## src/rtl/ifetch_2432_pkg.sv

```systemverilog
// Shared constants and types for the ifetch_2432 instruction prefetch stage.
// The default widths match the cpu_2432 core's address and instruction buses.
package ifetch_2432_pkg;

  localparam int IFETCH_DEPTH = 4;
  localparam int IFETCH_AW    = 24;
  localparam int IFETCH_IW    = 24;

  // How the core PC relates to the queued window this cycle.
  typedef enum logic [1:0] {
    LK_HIT   = 2'd0,
    LK_DRAIN = 2'd1,
    LK_REDIR = 2'd2
  } lookup_e;

endpackage

```

## src/rtl/ifetch_2432.sv

```systemverilog
// Prefetch queue between cpu_2432 and a variable-latency instruction memory.
// The core is clock-enabled only when its PC is present in the queue; non-sequential PCs flush and refetch.
module ifetch_2432
  import ifetch_2432_pkg::*;
#(
  parameter int DEPTH = IFETCH_DEPTH,
  parameter int AW    = IFETCH_AW,
  parameter int IW    = IFETCH_IW
) (
  input  logic          i_clk,
  input  logic          i_rstb,
  input  logic          i_clk_en,
  input  logic [AW-1:0] i_core_iaddr,
  output logic [IW-1:0] o_core_instr,
  output logic          o_core_clk_en,
  output logic          o_mem_req,
  output logic [AW-1:0] o_mem_addr,
  input  logic          i_mem_ack,
  input  logic [IW-1:0] i_mem_rdata
);

  localparam int PW = $clog2(DEPTH);
  localparam int CW = PW + 1;

  logic [IW-1:0] mem_q [DEPTH];

  logic [AW-1:0] expect_q, expect_d;
  logic [AW-1:0] fetch_q,  fetch_d;
  logic [AW-1:0] addr_q,   addr_d;
  logic [PW-1:0] rd_q,     rd_d;
  logic [PW-1:0] wr_q,     wr_d;
  logic [CW-1:0] count_q,  count_d;
  logic          pend_q,   pend_d;
  logic          drop_q,   drop_d;

  logic [AW-1:0] off;
  logic [AW-1:0] count_ext;
  logic [PW-1:0] rd_idx;
  lookup_e       lk;
  logic          push;

  assign off       = i_core_iaddr - expect_q;
  assign count_ext = {{(AW-CW){1'b0}}, count_q};
  assign rd_idx    = rd_q + off[PW-1:0];

  // A backward target wraps to a huge unsigned offset and lands in LK_REDIR.
  always_comb begin
    lk = LK_REDIR;
    if (off < count_ext)       lk = LK_HIT;
    else if (off == count_ext) lk = LK_DRAIN;
  end

  assign o_core_instr  = (lk == LK_HIT) ? mem_q[rd_idx] : '0;
  assign o_core_clk_en = i_clk_en & (lk == LK_HIT);
  assign o_mem_req     = pend_q;
  assign o_mem_addr    = addr_q;

  always_comb begin
    expect_d = expect_q;
    fetch_d  = fetch_q;
    addr_d   = addr_q;
    rd_d     = rd_q;
    wr_d     = wr_q;
    count_d  = count_q;
    pend_d   = pend_q & ~i_mem_ack;
    drop_d   = drop_q;
    push     = 1'b0;

    if (pend_q && i_mem_ack && drop_q) drop_d = 1'b0;

    if (lk == LK_REDIR) begin
      count_d  = '0;
      rd_d     = wr_q;
      expect_d = i_core_iaddr;
      fetch_d  = i_core_iaddr;
      if (pend_q && !i_mem_ack) drop_d = 1'b1;
    end else begin
      rd_d     = rd_q + off[PW-1:0];
      count_d  = count_q - off[CW-1:0];
      expect_d = i_core_iaddr;
      push     = pend_q & i_mem_ack & ~drop_q;
    end

    if (push) begin
      wr_d    = wr_q + PW'(1);
      count_d = count_d + CW'(1);
    end

    // Issue on the same edge an ack frees the slot, so zero-wait memory streams.
    if (!pend_d && (count_d < CW'(DEPTH))) begin
      pend_d  = 1'b1;
      addr_d  = fetch_d;
      fetch_d = fetch_d + AW'(1);
    end
  end

  always_ff @(posedge i_clk or negedge i_rstb) begin
    if (!i_rstb) begin
      expect_q <= '0;
      fetch_q  <= '0;
      addr_q   <= '0;
      rd_q     <= '0;
      wr_q     <= '0;
      count_q  <= '0;
      pend_q   <= 1'b0;
      drop_q   <= 1'b0;
    end else begin
      expect_q <= expect_d;
      fetch_q  <= fetch_d;
      addr_q   <= addr_d;
      rd_q     <= rd_d;
      wr_q     <= wr_d;
      count_q  <= count_d;
      pend_q   <= pend_d;
      drop_q   <= drop_d;
    end
  end

  always_ff @(posedge i_clk) begin
    if (push) mem_q[wr_q] <= i_mem_rdata;
  end

endmodule

```

## config.mk

```make
export PLATFORM = sky130hd
export DESIGN_NAME = ifetch_2432
export DESIGN_NICKNAME = d
export VERILOG_FILES = /design/src/rtl/ifetch_2432_pkg.sv /design/src/rtl/ifetch_2432.sv
export SDC_FILE = /design/constraint.sdc
export NUM_CORES = 1
export LEC_CHECK = 0
export CAP_MARGIN = 20
export CORE_MARGIN = 2
export CORE_UTILIZATION = 55
export DETAILED_ROUTE_END_ITERATION = 7
export GPL_TIMING_DRIVEN = 0
export PLACE_DENSITY = 0.78
export SLEW_MARGIN = 5
export SYNTH_ARGS = -nofsm -noshare
export SYNTH_HDL_FRONTEND = slang
export SYNTH_SLANG_ARGS = --single-unit
```

## constraint.sdc

```tcl
create_clock -name i_clk -period 5.48 [get_ports i_clk]
set_input_delay 0.548 -clock i_clk [delete_from_list [all_inputs] [get_ports i_clk]]
set_output_delay 0.548 -clock i_clk [all_outputs]
set_load 0.01 [all_outputs]
```

### Word-level counts from Yosys, hierarchy flattened

Memories as Yosys holds them, arrays and structs flattened.
Cells that the tools add are included.
Widths: inputs -> output; s select.

| word-level totals | value |
|---|---|
| flip-flop bits (word level) | 81 |
| input port bits | 52 |
| output and inout port bits | 50 |
| bits in writable memories | 96 |
| memories | 1 |

Memory list:

| name | depth | bits a word | read ports | clocked after Yosys merged registers in | write ports | line | source |
|---|---|---|---|---|---|---|---|
| mem_q | 4 | 24 | 1 | 0 | 1 | ifetch_2432.sv:25 | `logic [IW-1:0] mem_q [DEPTH];` |

| operators by class | value |
|---|---|
| mux-type cells | 15 |
| order comparisons | 2 |
| eq/ne operators | 2 |
| add/sub/neg operators | 6 |
| reduce and logical (&&, ||, !) cells | 7 |
| bitwise logic cells | 6 |

Operators with widths:

| operator | count |
|---|---|
| $mux 24 | 3 |
| $add 24x1->24 const B | 1 |
| $eq 24x3->1 | 1 |
| $lt 24x3->1 | 1 |
| $sub 24x24->24 | 1 |
| $mux 1 | 7 |
| $mux 2 | 3 |
| $mux 3 | 2 |
| $and 1x1->1 | 4 |
| $logic_and 1x1->1 | 4 |
| $add 3x1->3 const B | 1 |
| $lt 3x3->1 const B | 1 |
| $sub 3x3->3 | 1 |
| $add 2x1->2 const B | 1 |
| $add 2x2->2 | 1 |
| $eq 2x2->1 const B | 1 |
| $logic_not 1->1 | 2 |
| $logic_not 2->1 | 1 |
| $not 1->1 | 2 |

### Depth between registers and ports, before layout

| depth | value |
|---|---|
| depth after elaboration | 11 |
| depth in mapped cells | 22 |
| depth with buffers taken out | 21 |

### Least setup slack after synthesis

OpenSTA, ideal clock, no wires.

| path | value |
|---|---|
| kind | in2reg |
| start | input port i_core_iaddr[0] |
| end | register fetch_q[23] |
| stages on the path | 21 |
| setup time | 80 ps |
| path buffers | 0 |
| required time | 5,400 ps |
| setup slack | 323 ps |
| arrival | 5,077 ps |
| cells stage by stage | inv_1 -> ha_1 -> fa_1 -> nor2b_1 -> o2111ai_1 -> a31oi_1 -> a31oi_1 -> xnor2_1 -> or3_1 -> a211o_1 -> nor4_1 -> ha_1 -> nand4b_1 -> xor2_1 -> or3_1 -> nor2_1 -> nand4_1 -> or4_1 -> nand2_1 -> a21oi_1 -> mux2i_1 |

| between the ends | value |
|---|---|
| longest elaborated chain between the ends | 11 |
| elaborated cells on any way between the ends | 16 |

RTL lines:

| element | line | source |
|---|---|---|
| from (decl) | ifetch_2432.sv:13 | `input logic [AW-1:0] i_core_iaddr,` |
| parallel branches: the longest is 10 deep, another holds $sub 24x24->24 | - |  |
| $mux 24 * | ifetch_2432.sv:90 | `if (!pend_d && (count_d < CW'(DEPTH))) begin` |
| via fetch_d[23] | ifetch_2432.sv:28 | `logic [AW-1:0] fetch_q, fetch_d;` |
| to (signal assigned) | ifetch_2432.sv:109 | `fetch_q <= fetch_d;` |
| to (decl) | ifetch_2432.sv:28 |  |

Mark *: on every way through the listed nets, which the timed path passes.
A chain may end at the register's enable or synchronous reset.

### Worst setup path in the final report

| path | value |
|---|---|
| start | input port i_core_iaddr[1] |
| end | output port o_core_instr[16] |

| between the ends | value |
|---|---|
| longest elaborated chain between the ends | 6 |
| elaborated cells on any way between the ends | 9 |

RTL lines:

| element | line | source |
|---|---|---|
| $sub 24x24->24 * | ifetch_2432.sv:42 | `assign off = i_core_iaddr - expect_q;` |
| parallel branches: the longest is 4 deep, another holds $lt 24x3->1 | - |  |
| $mux 24 * | ifetch_2432.sv:53 | `assign o_core_instr = (lk == LK_HIT) ? mem_q[rd_idx] : '0;` |
| to (decl) | ifetch_2432.sv:14 | `output logic [IW-1:0] o_core_instr,` |

Mark *: on every way between the ends.

==> flow_summary.yaml <==
yosys:
  synth-seq-area-share: 0.5251
  synthFlopType: "edfxtp_1"
  syn_area_um2: 9350
  async_flop_share: 0.4576
  ys_types: 58
  synth_top_area_share: 0.3083
  syn_inst: 774
  ys_warn_count: 0
  synth-edff-count: 96
  synthesis.nets: 862
  synth_area_leader_cell: "edfxtp_1"
  synth_area_per_cell_um2: 12.08
  ys_ff_latch: 177
  synthTopCellsByArea: "edfxtp_1, dfrtp_1, mux4_2"
global_routing:
  grt_pass1_vias: 6761
  grt_pass1_wl_um: 35330
  grt_antenna_before_repair: 0
  track_usage: 0.2537
  grt_max_degree: 43
  gr-total-overflow: 0
min_path:
  hold_path_class: "in -> async"
setup_path:
  worst-setup-path-type: "in -> out"
  cp_data_required_time_ns: 4.93
  end_kind: "output port"
  crit_path_start: "i_core_iaddr[1]"
  startpoint_type: "input pin"
  crit_fanout: 9
  r2r_cells: 20
  r2r_start: "expect_q[0]"
  crit_end: "o_core_instr[16]"
  reg2reg_to: "fetch_q[23]"
  rrSetupSlack_ns: 0.27
  crit_arrival_ns: 4.76
sta:
  period_needed_ns: 5.306
  setup_violations: 0
  max-slew-margin-rel: 0.3715
  fmax_mhz: 188.5
  drv_slew: 0
  period_share: 0.9683
  finClkSkew_ns: 0.01078
  setup_tns_ns: 0
  tightest_slew_ns: 0.9427
  hold_violations: 0
  holdWs_ns: 0.08988
placement:
  dp.cells: 1100
  gp_congestion: 0.9257
  place.port_buffers: 101
  place_hpwl_um: 15100
detailed_routing:
  initialDrtViolationCount: 414
  dr_wl_met3_um: 1256
  drc: 0
  highest_layer: "met4"
  num_vias: 6742
  viasPerCell: 5.909
  routed-wl-met2_um: 11370
  drt_first_pass_iters: 7
  routed_wl_um: 22270
  ant_nets: 0
  routedLengthMet1_um: 9045
  wl_per_cell_um: 19.52
power:
  power_density_nw_per_um2: 279.2
  p_leak_nw: 4.500
  p_total_mw: 3.284
  ir_drop_mv: 0.2446
clock_network:
  insertion_delay_ns: 0.43
  ctsHtreeMaxLevel: 4
  clk_pin_slew_worst_paths_ns: 0.07
  cts_tree: "built"
  clockBufferDepth: 2
  cts_made_buffers: 17
  cts.sinks: 177
  clockRootBuffer: "clkbuf_16"
  cts_hold_buf: 0
floorplan:
  rows: 47
  ioPinCount: 102
  core_um2: 16580
  initial_core_util: 0.5638
  die_w_um: 134.4
  die_area_um2: 18060
  chipHeight_um: 134.4
finish:
  nNetsFinal: 996
  drive_gt1_frac: 0.2117
  instances_no_fill: 1141
  diodes: 0
  final_util: 0.7092
  syn2layout_area_growth_pct: 25.79
flow_run:
  cap_violations: 0
run_status:
  status: "finished clean"
==> flip-flops by register name (all words and copies together), names as in the netlist <==
register and cells:
mem_q 96, o_mem_addr 24, wr_q 2, fetch_q 24, drop_q 1, o_mem_req 1, rd_q 2, expect_q 24
count_q 3
==> stage by stage <==
| step | cell area (um2) | setup slack [ns] |
|---|---|---|
| floorplan | 9350 | 0.3232 |
| global placement | 10640 | -1.087 |
| detailed placement | 10750 | -1.192 |
| CTS | 11560 | -0.0002487 |
| global route | 11760 | -0.04235 |
| finish | 11760 | 0.1736 |
==> per-layer routing <==
| metal | vias to the layer above | track usage |
|---|---|---|
| li1 | 3118 | - |
| met1 | 3327 | 0.3203 |
| met2 | 260 | 0.4393 |
| met3 | 37 | 0.04649 |
| met4 | 0 | 0.09123 |
| met5 | - | 0 |
==> synthesized netlist by cell type, types with 18 or more instances <==
master    count
nand2_1      42
dfrtp_1      81
nand3_1      18
xor2_1       22
o21ai_0      28
inv_1        50
mux2_2       43
nor2_1       48
nand4_1      18
mux2i_1      18
xnor2_1      35
ha_1         34
a21oi_1      49
edfxtp_1     96
mux4_2       24
==> cell usage in the layout, fill, tap and decap left out, types with 10 or more instances in the layout <==
cell type	instances
a21oi_1	40
and3_1	15
buf_4	15
clkbuf_1	10
clkbuf_16	17
clkdlybuf4s50_1	71
dfrtp_1	81
dlygate4sd2_1	16
edfxtp_1	96
ha_1	22
inv_1	50
mux2_2	43
mux2i_1	18
mux4_2	24
nand2_1	41
nand3_1	18
nand4_1	18
nor2_1	46
nor2b_1	14
nor2b_2	11
nor3_1	11
o21ai_0	22
xnor2_1	35
xor2_1	21
==> worst min path at each step <==
| stage | slack, ns | to | from |
|---|---|---|---|
| global placement | 0.49 | o_mem_addr[13] | o_mem_addr[13] |
| finish | 0.09 | o_mem_addr[16] | i_rstb |
| floorplan | 0.25 | count_q[0] | i_rstb |
| global route | 0.13 | o_mem_addr[16] | i_rstb |
| CTS | 0.11 | o_mem_addr[16] | i_rstb |
| detailed placement | 0.50 | o_mem_addr[13] | o_mem_addr[13] |
==> cell families after synthesis <==
logic type               synth area share
AO/OA/AOI/OAI                     0.08417
buffers and inverters             0.03359
XOR/XNOR                          0.05339
adder cells (fa/ha/maj)           0.04978
multiplexers                       0.1289
AND/OR/NAND/NOR                    0.1251
flip-flops                         0.5251
==> report_power, final <==
part	internal (mW)	total [mW]	switching, mW
Combinational	0.273	0.587	0.314
Sequential	1.44	1.47	0.0241
Clock	0.691	1.23	0.540
==> worst max-delay path, cell delays in order <==
cell	delay [ns]
clkdlybuf4s15_1	0.33
ha_1	0.36
nor2b_1	0.17
o31ai_4	0.29
a21oi_1	0.14
or3_1	0.35
a211o_1	0.30
or4_4	0.44
or3_1	0.32
buf_4	0.20
a2111o_2	0.48
buf_4	0.20
nor2b_2	0.09
clkdlybuf4s50_1	0.53
==> timing repair <==
action,CTS,global route
buffers inserted,5,4
pin swaps,6,10
endpoints found under the hold margin,0,0
endpoints found under the setup margin,69,50
gates cloned,3,0
gates resized for setup,70,53
==> layout make-up <==
| class | instances | area [um2] |
|---|---|---|
| clock inverters | 13 | 168.9 |
| multi-input cells | 522 | 4468 |
| inverters | 50 | 187.7 |
| fillers | 1165 | 4822 |
| repair buffers | 117 | 1189 |
| flip-flops and latches | 177 | 4910 |
| clock buffers | 19 | 432.9 |
| plain buffers | 23 | 130.1 |
| well taps | 220 | 275.3 |
(Power assumes the default switching activity.)
